### src/rtl/switch_allocator.sv
// switch_allocator: one round-robin arbiter per output port. A port grants a
// single input buffer, holds the grant until that packet's tail flit has been
// transferred, then pulses alloc_clear so route compute can route the next head.
module switch_allocator #(
    parameter int NUM_BUFFERS  = 4,
    parameter int NUM_OUTPORTS = 4,
    parameter int SELECT_SIZE  = $clog2(NUM_OUTPORTS) + (NUM_OUTPORTS == 1),
    parameter int BUF_SEL_SIZE = $clog2(NUM_BUFFERS) + (NUM_BUFFERS == 1)
) (
    input  logic                                 clk,
    input  logic                                 rst,
    input  logic [NUM_BUFFERS-1:0]               i_allocate,
    input  logic [NUM_BUFFERS*SELECT_SIZE-1:0]   i_out_sel,
    input  logic [NUM_BUFFERS-1:0]               i_in_valid,
    input  logic [NUM_BUFFERS-1:0]               i_in_last,
    input  logic [NUM_OUTPORTS-1:0]              i_out_ready,
    output logic [NUM_BUFFERS-1:0]               o_pop,
    output logic [NUM_OUTPORTS-1:0]              o_xbar_valid,
    output logic [NUM_OUTPORTS*BUF_SEL_SIZE-1:0] o_xbar_sel,
    output logic [NUM_BUFFERS-1:0]               o_alloc_clear
);

    typedef enum logic {
        ST_IDLE = 1'b0,
        ST_BUSY = 1'b1
    } state_t;

    typedef logic [BUF_SEL_SIZE-1:0] buf_idx_t;

    state_t   r_state      [NUM_OUTPORTS];
    state_t   w_state_nxt  [NUM_OUTPORTS];
    buf_idx_t r_owner      [NUM_OUTPORTS];
    buf_idx_t w_owner_nxt  [NUM_OUTPORTS];
    buf_idx_t r_rr_ptr     [NUM_OUTPORTS];
    buf_idx_t w_rr_ptr_nxt [NUM_OUTPORTS];

    logic [NUM_BUFFERS-1:0] w_owned;
    logic [NUM_BUFFERS-1:0] w_req [NUM_OUTPORTS];

    // First requester at or above ptr, wrapping modulo NUM_BUFFERS.
    function automatic buf_idx_t rr_pick(input logic [NUM_BUFFERS-1:0] req,
                                         input buf_idx_t               ptr);
        buf_idx_t pick;
        logic     found;
        int       idx;
        pick  = '0;
        found = 1'b0;
        for (int k = 0; k < NUM_BUFFERS; k++) begin
            idx = (int'(ptr) + k) % NUM_BUFFERS;
            if (!found && req[idx]) begin
                pick  = BUF_SEL_SIZE'(idx);
                found = 1'b1;
            end
        end
        return pick;
    endfunction

    // Buffers currently holding a grant on some port must not request again.
    always_comb begin
        w_owned = '0;
        for (int p = 0; p < NUM_OUTPORTS; p++) begin
            if (r_state[p] == ST_BUSY) w_owned[r_owner[p]] = 1'b1;
        end
    end

    // Request matrix; a select at or above NUM_OUTPORTS matches no port.
    always_comb begin
        for (int p = 0; p < NUM_OUTPORTS; p++) begin
            for (int i = 0; i < NUM_BUFFERS; i++) begin
                w_req[p][i] = i_allocate[i] & i_in_valid[i] & ~w_owned[i] &
                              (32'(i_out_sel[i*SELECT_SIZE +: SELECT_SIZE]) == 32'(p));
            end
        end
    end

    // Per-port FSM next state plus the crossbar/pop/clear outputs.
    // NOTE: every output and next-state variable gets a default before the
    // case so no path leaves one unassigned, which would infer a latch.
    always_comb begin
        o_pop         = '0;
        o_xbar_valid  = '0;
        o_xbar_sel    = '0;
        o_alloc_clear = '0;
        for (int p = 0; p < NUM_OUTPORTS; p++) begin
            w_state_nxt[p]  = r_state[p];
            w_owner_nxt[p]  = r_owner[p];
            w_rr_ptr_nxt[p] = r_rr_ptr[p];
            o_xbar_sel[p*BUF_SEL_SIZE +: BUF_SEL_SIZE] = r_owner[p];
            case (r_state[p])
                ST_IDLE: begin
                    // Arbitration cycle: no flit moves, grant takes effect next edge.
                    if (|w_req[p]) begin
                        w_owner_nxt[p] = rr_pick(w_req[p], r_rr_ptr[p]);
                        w_state_nxt[p] = ST_BUSY;
                    end
                end
                ST_BUSY: begin
                    o_xbar_valid[p] = i_in_valid[r_owner[p]] & i_out_ready[p];
                    if (o_xbar_valid[p]) o_pop[r_owner[p]] = 1'b1;
                    if (o_xbar_valid[p] && i_in_last[r_owner[p]]) begin
                        o_alloc_clear[r_owner[p]] = 1'b1;
                        w_state_nxt[p]  = ST_IDLE;
                        w_rr_ptr_nxt[p] = BUF_SEL_SIZE'((int'(r_owner[p]) + 1) % NUM_BUFFERS);
                    end
                end
                default: w_state_nxt[p] = ST_IDLE;
            endcase
        end
    end

    // Port state, owner and round-robin pointer registers.
    // NOTE: state is updated with non-blocking assignments so every register
    // samples the pre-edge values, independent of statement order.
    always_ff @(posedge clk or posedge rst) begin
        if (rst) begin
            for (int p = 0; p < NUM_OUTPORTS; p++) begin
                r_state[p]  <= ST_IDLE;
                r_owner[p]  <= '0;
                r_rr_ptr[p] <= '0;
            end
        end else begin
            for (int p = 0; p < NUM_OUTPORTS; p++) begin
                r_state[p]  <= w_state_nxt[p];
                r_owner[p]  <= w_owner_nxt[p];
                r_rr_ptr[p] <= w_rr_ptr_nxt[p];
            end
        end
    end

endmodule

### config.mk
export PLATFORM = sky130hd
export DESIGN_NAME = switch_allocator
export DESIGN_NICKNAME = d
export VERILOG_FILES = /design/src/rtl/switch_allocator.sv
export SDC_FILE = /design/constraint.sdc
export NUM_CORES = 1
export LEC_CHECK = 0
export BUFFER_PORTS_ARGS = -buffer_cell sky130_fd_sc_hd__buf_2
export CORE_MARGIN = 2
export CORE_UTILIZATION = 40
export DETAILED_ROUTE_END_ITERATION = 8
export SETUP_SLACK_MARGIN = 0.02
export SLEW_MARGIN = 10
export SYNTH_ARGS = -nofsm -noshare
export SYNTH_HDL_FRONTEND = slang
export SYNTH_SLANG_ARGS = --single-unit
### constraint.sdc
create_clock -name clk -period 2.55 [get_ports clk]
set_input_delay 0.51 -clock clk [delete_from_list [all_inputs] [get_ports clk]]
set_output_delay 0.51 -clock clk [all_outputs]
set_load 0.02 [all_outputs]
==> results of run 1 <==
-- worst max-delay path by stage --
stage | startpoint | to | slack [ns] | cells past startpoint
2_1_floorplan | o_xbar_sel[0] | o_alloc_clear[0] | 0.02 | 7
3_3_place_gp | o_xbar_sel[4] | o_xbar_sel[6] | -0.02 | 10
3_5_place_dp | o_xbar_sel[4] | o_xbar_sel[6] | 0.03 | 10
4_1_cts | o_xbar_sel[6] | o_pop[2] | 0.02 | 5
5_1_grt | o_xbar_sel[6] | o_pop[0] | -0.07 | 6
6_report | o_xbar_sel[6] | o_pop[2] | 0.01 | 5
-- area by class of cell --
type                    count  area (um^2)
clock buffers               3         41.3
fillers                   512         2330
inverters                  16         60.1
multi-input cells         213         1590
flip-flops and latches     20          508
well taps                  70         87.6
repair buffers             72          454
-- what timing repair did --
item / in CTS / in global routing
setup buffers: 5 / 4
gates resized for setup: 5 / 22
endpoints found under the setup margin: 10 / 15
pin swaps: 1 / 8
-- metal layers --
| metal | vias to the layer above | routed length [um] | track usage [%] |
|---|---|---|---|
| met5 | - | 0 | 0 |
| met4 | 0 | 67 | 4.36 |
| met3 | 8 | 391 | 2.73 |
| met2 | 88 | 3340 | 37.5 |
| met1 | 1089 | 3150 | 33.9 |
| li1 | 1112 | - | - |
-- power breakdown --
part	switching (mW)	internal (mW)	leakage [nW]	total, mW
logic	1.01	0.867	0.984	1.88
clock network	0.113	0.105	0.0216	0.218
registers	0.256	0.467	0.240	0.723
-- flip-flops by register name, indices dropped and copies added (netlist names) --
| signal | count |
|---|---|
| o_xbar_sel | 8 |
| r_rr_ptr | 8 |
| r_state | 4 |
-- stage by stage --
stage,setup TNS [ns],cells,util (%)
2_1_floorplan,0,256,-
3_3_place_gp,-0.0229,382,49.8
3_5_place_dp,0,382,49.8
4_1_cts,0,390,51.8
5_1_grt,-0.168,394,54.1
6_report,0,394,54.1
-- critical path: stages (launching register included) --
cell and delay (ns):
dfrtp_2 0.40, mux4_2 0.52, and2_4 0.16, a32o_2 0.26, a221o_1 0.28, buf_6 0.14
-- Yosys cell counts (2+ instances only) --
cell type / n / area, um^2
nor2b_1: 5 / 31.3
nand3_1: 11 / 55.1
o211ai_1: 5 / 37.5
clkbuf_1: 6 / 22.5
and2_1: 5 / 31.3
inv_1: 16 / 60.1
nor2_1: 20 / 75.1
o21ai_0: 14 / 70.1
mux2_2: 4 / 45.0
o22ai_1: 2 / 12.5
nand2_1: 39 / 146
nand4_1: 17 / 106
dfrtp_1: 20 / 500
nand2b_2: 2 / 17.5
o21bai_1: 2 / 15.0
nor3b_1: 2 / 15.0
and2_2: 2 / 15.0
and2b_2: 2 / 17.5
a31oi_1: 2 / 12.5
or3_1: 2 / 12.5
a222oi_1: 3 / 30.0
o221ai_1: 2 / 17.5
mux4_2: 8 / 180
a22oi_1: 2 / 15.0
ha_1: 16 / 200
and4_2: 2 / 20.0
and3_1: 4 / 25.0
o21a_1: 3 / 22.5
a32oi_1: 3 / 26.3
and4b_1: 2 / 20.0
a21oi_1: 10 / 50.1
o31ai_1: 4 / 30.0
-- kinds of logic after synthesis --
family / share of synthesized area, %
muxes: 10.7
AOI/OAI and AO/OA: 21.2
adders and majority gates: 9.53
and+or+nand+nor: 30.6
DFF: 23.8
buffers and inverters: 4.17
==> impl_metrics.tcl, run 1 <==
set metrics [dict create \
    drive_above_1_share_pct 38.0 \
    reg2reg_to "o_xbar_sel[5]" \
    reg2reg_from "o_xbar_sel[0]" \
    cts_root_buf "clkbuf_8" \
    ff2ff_path_depth 9 \
    maxCapViolations 0 \
    grt_usage_pct 23.3 \
    async_reset_ff_share_pct 100 \
    place_worst_setup_slack_ns 0.0321 \
    leakagePower_nw 1.25 \
    yosysUniqueCellTypes 51 \
    vias 2297 \
    p_per_area_nw_per_um2 1030 \
    ff2ff_setup_slack_ns 0.12 \
    final_common_cell "buf_2" \
    viasPerCell 5.83 \
    worst_clock_skew_ns 0.00324 \
    clockBufferDepth 2 \
    ys_ff_latch 20 \
    dr.pass1.iters 5 \
    grt_max_degree 21 \
    wl_per_cell_um 17.6 \
    yosysSeqAreaShare_pct 23.8 \
    die_x_um 76.5 \
    maxSlewHeadroom_pct 44.2 \
    period_needed_ns 2.54 \
    worstSetupStartpointType "register" \
    placed_area_um2 2530 \
    ios 46 \
    postSynthCellCount 256 \
    synth_area_um2 2100 \
    peakVddDrop_mv 0.547 \
    cts_sinks 20 \
    postSynth.topFlopCell "dfrtp_1" \
    antenna_found_initial 0 \
    n_antenna_cell 0 \
    io_buffers 45 \
    postRouteAntennaNets 0 \
    grt_first_pass_wirelength_um 10600 \
    worst_slack_ns 0.0131 \
    crit_type "reg2out" \
    rows 26 \
    design_area_um2 2750 \
    worst-slew-pin-transition_ns 0.836 \
    crit_path_end_kind "output pin" \
    cp_data_arrival_time_ns 2.03 \
    first_global_vias 1993 \
    drt_iter0_markers 145 \
    cts_made_buffers 3 \
    start_util_pct 41.4 \
    status "complete, no violations" \
    fin_nets 368 \
    drcViolationCount 0 \
    grt_overflow 0 \
    syn2layout_area_growth_pct 30.7 \
    slew_violations 0 \
    insertion_delay_ns 0.26 \
    finalPower_mw 2.82 \
    wl_um 6950 \
    min_path_type "in2async" \
    layout_common_cells "buf_2, nand2_1, buf_4" \
    post-route-period-util_pct 99.5 \
    core_area_um2 5070 \
    hold_viol_final 0 \
    avgSynthCellArea_um2 8.21 \
    htree_levels 1 \
    gp_congestion 0.886 \
    required_ns 2.04 \
    clkSlewWorstSetupHoldPaths_ns 0.08 \
    worst_hold_slack_ns 0.407 \
    die_h_um 76.5 \
    fmax_mhz 394 \
    synth_edf_count 0 \
    finalSetupViolCount 0 \
    syn-num-nets 298 \
    critPathMaxFanout 3 \
    rsz0062_at_grt "true" \
    ctsHoldBuffers 0 \
    dieArea_um2 5850 \
    cts_tree "yes" \
    yosysWarnings 0 \
    hpwl_um 5370 \
]
No activity file was read; power rests on OpenSTA's default activity.
==> run 2: changes to the inputs <==
Settings changed: ABC_AREA set to 1, ABC_CLOCK_PERIOD_IN_PS set to 2550.
==> run 2 against run 1 <==
  * Non-clock buffer count is 6 lower
  * Total power is 39% higher
  * Combinational power is 55% higher
  * First-iteration DRC count is 54% higher
  * Clock skew is 0.00052 ns lower
  * Cell area is 27% higher
  * Setup slack better by 0.14 ns
  * Clock power is 15% higher
  * Critical path depth is 4 higher
  * Largest cell class unchanged
  * Largest power group unchanged
==> impl_metrics.tcl, run 2 <==
set metrics [dict create \
    layout_common_cells "nand2_1, inv_1, nand3_1" \
    syn-num-nets 535 \
    n_antenna_cell 0 \
    drt_iter0_markers 223 \
    crit_path_end_kind "output pin" \
    maxSlewHeadroom_pct 44.4 \
    ys_ff_latch 20 \
    cts_root_buf "clkbuf_8" \
    wl_um 9610 \
    maxCapViolations 0 \
    ff2ff_path_depth 15 \
    synth_area_um2 2990 \
    fillCellCount 807 \
    finalPower_mw 3.93 \
    vias 3403 \
    viasPerCell 5.24 \
    met3WireLength_um 505 \
    ctsHoldBuffers 0 \
    wl_met1_um 4620 \
    first_global_vias 3292 \
    combPwrFrac_pct 74.1 \
    clkSlewWorstSetupHoldPaths_ns 0.08 \
    yosysUniqueCellTypes 34 \
    hold_viol_final 0 \
    insertion_delay_ns 0.26 \
    die_x_um 90.5 \
    p_sw_share_pct 58.7 \
    antenna_found_initial 0 \
    required_ns 2.04 \
    hpwl_um 7870 \
    rows 31 \
    p_sw_mw 2.31 \
    avgSynthCellArea_um2 6.07 \
    async_reset_ff_share_pct 100 \
    grt_usage_pct 23.9 \
    reg2reg_from "o_xbar_sel[6]" \
    maxUsedRoutingLayer "met4" \
    crit_path_start "o_xbar_sel[0]" \
    yosysMostFrequentCell "nand2_1" \
    leakagePower_nw 2.03 \
    crit_type "reg2out" \
    grt_overflow 0 \
    cts_made_buffers 3 \
    postRouteAntennaNets 0 \
    wl_met2_um 4420 \
    syn2layout_area_growth_pct 16.1 \
    worst-slew-pin-transition_ns 0.833 \
    clockPowerShare_pct 6.4 \
    dr.pass1.iters 4 \
    final_util_pct 47.9 \
    fin_nets 594 \
    postSynth.topFlopCell "dfrtp_1" \
    period_needed_ns 2.40 \
    synth.area.top_cells "nand2_1, dfrtp_1, nand3_1" \
    cts_tree "yes" \
    slew_violations 0 \
    worstSetupStartpointType "register" \
    die_h_um 90.5 \
    synth_common_cells "nand2_1, inv_1, nand3_1" \
    fmax_mhz 417 \
    final_common_cell "nand2_1" \
    grt_first_pass_wirelength_um 16100 \
    drcViolationCount 0 \
    post-route-period-util_pct 94.1 \
    gp_congestion 0.945 \
    pwr-share-seq_pct 19.6 \
    yosysSeqAreaShare_pct 16.7 \
    internal_power_mw 1.62 \
    p_per_area_nw_per_um2 1130 \
    tns_ns 0 \
    rsz0062_at_grt "false" \
    place_inst 636 \
    drive_above_1_share_pct 25.4 \
    dieArea_um2 8190 \
    clockBufferDepth 2 \
    ios 46 \
    io_buffers 45 \
    status "complete, no violations" \
    synth_top_area_share_pct 18.3 \
    cts_sinks 20 \
    finalSetupViolCount 0 \
    critPathMaxFanout 7 \
    min_path_type "in2async" \
    cp_data_arrival_time_ns 1.89 \
    grt_max_degree 21 \
    worst_clock_skew_ns 0.00273 \
    wl_per_cell_um 14.8 \
    htree_levels 1 \
    core_area_um2 7250 \
    worst_hold_slack_ns 0.402 \
    synth_edf_count 0 \
    yosys.area.top_type "nand2_1" \
    peakVddDrop_mv 0.559 \
    yosysWarnings 0 \
    start_util_pct 41.2 \
    postSynthCellCount 493 \
    stdcell_count 650 \
]
-- run 2: changes by cell type after synthesis, moves of 7 or more --
cell,before,now
nor2_2,0,7
nand4_2,1,10
o21ai_0,14,22
mux4_2,8,0
inv_1,16,59
nand2_2,0,20
a21oi_1,10,25
nand2_1,39,146
inv_2,0,11
nand3_1,11,53
nor2_1,20,31
-- run 2: final cells by class --
type                            instances  area (um^2)  area share (%)
Inverter                               72          272            7.81
Sequential cell                        20          503            14.5
Tap cell                               99          124            3.57
Timing Repair Buffer                   66          385            11.1
Multi-Input combinational cell        389         2140            61.5
Clock buffer                            4         55.1            1.58
-- run 2: stage by stage --
stage / cell area (um^2) / setup slack, ns
2_1_floorplan: 2990 / 0.209
3_3_place_gp: 3320 / 0.184
3_5_place_dp: 3320 / 0.230
4_1_cts: 3370 / 0.0321
5_1_grt: 3470 / 0.0197
6_report: 3470 / 0.151
-- run 2: cell families (layout without fill, tap and decap cells) --
| kind of cell | count (synthesis) | count (layout) | synth area share [%] |
|---|---|---|---|
| buf+inv | 84 | 142 | 12.6 |
| fa+ha+maj | 16 | 16 | 6.69 |
| compound gates | 65 | 65 | 12.4 |
| flops | 20 | 20 | 16.7 |
| simple gates | 304 | 304 | 50.4 |
| xor+xnor | 4 | 4 | 1.17 |
-- run 2: per-layer routing --
metal | up-vias | global-route usage [%]
met4 | 0 | 3.59
met5 | - | 0
met1 | 1556 | 34.0
met3 | 6 | 1.92
li1 | 1737 | -
met2 | 104 | 40.4
-- run 2: path summary, 6_finish.rpt --
kind,end,slack [ns]
setup reg to reg,o_xbar_sel[3],0.27
min in group clk,r_rr_ptr[0],0.59
setup / recovery,o_alloc_clear[1],0.15
hold / removal,r_state[0],0.40
max in group asynchronous,o_xbar_sel[2],1.58
hold reg to reg,r_rr_ptr[0],0.59
-- run 2: worst max-delay path: stages (launching register included) --
cell,delay (ns)
dfrtp_1,0.45
buf_4,0.19
nor2_1,0.10
a211oi_1,0.06
nor3_2,0.25
nand2_2,0.11
clkinv_2,0.13
nand2_1,0.07
o2111ai_1,0.07
buf_2,0.20
-- run 2: power by group through the flow --
stage          registers (mW)  clock network (mW)  logic (mW)
6_report                0.769               0.250        2.91
5_1_grt                 0.808               0.265        3.31
4_1_cts                 0.772               0.253        2.77
3_5_place_dp            0.778                   0        2.75
3_3_place_gp            0.777                   0        2.73
2_1_floorplan           0.681                   0        2.20
-- run 2: what timing repair did --
action	CTS	global route
setup buffers	0	10
gates resized for setup	0	10
setup endpoints to repair	0	12
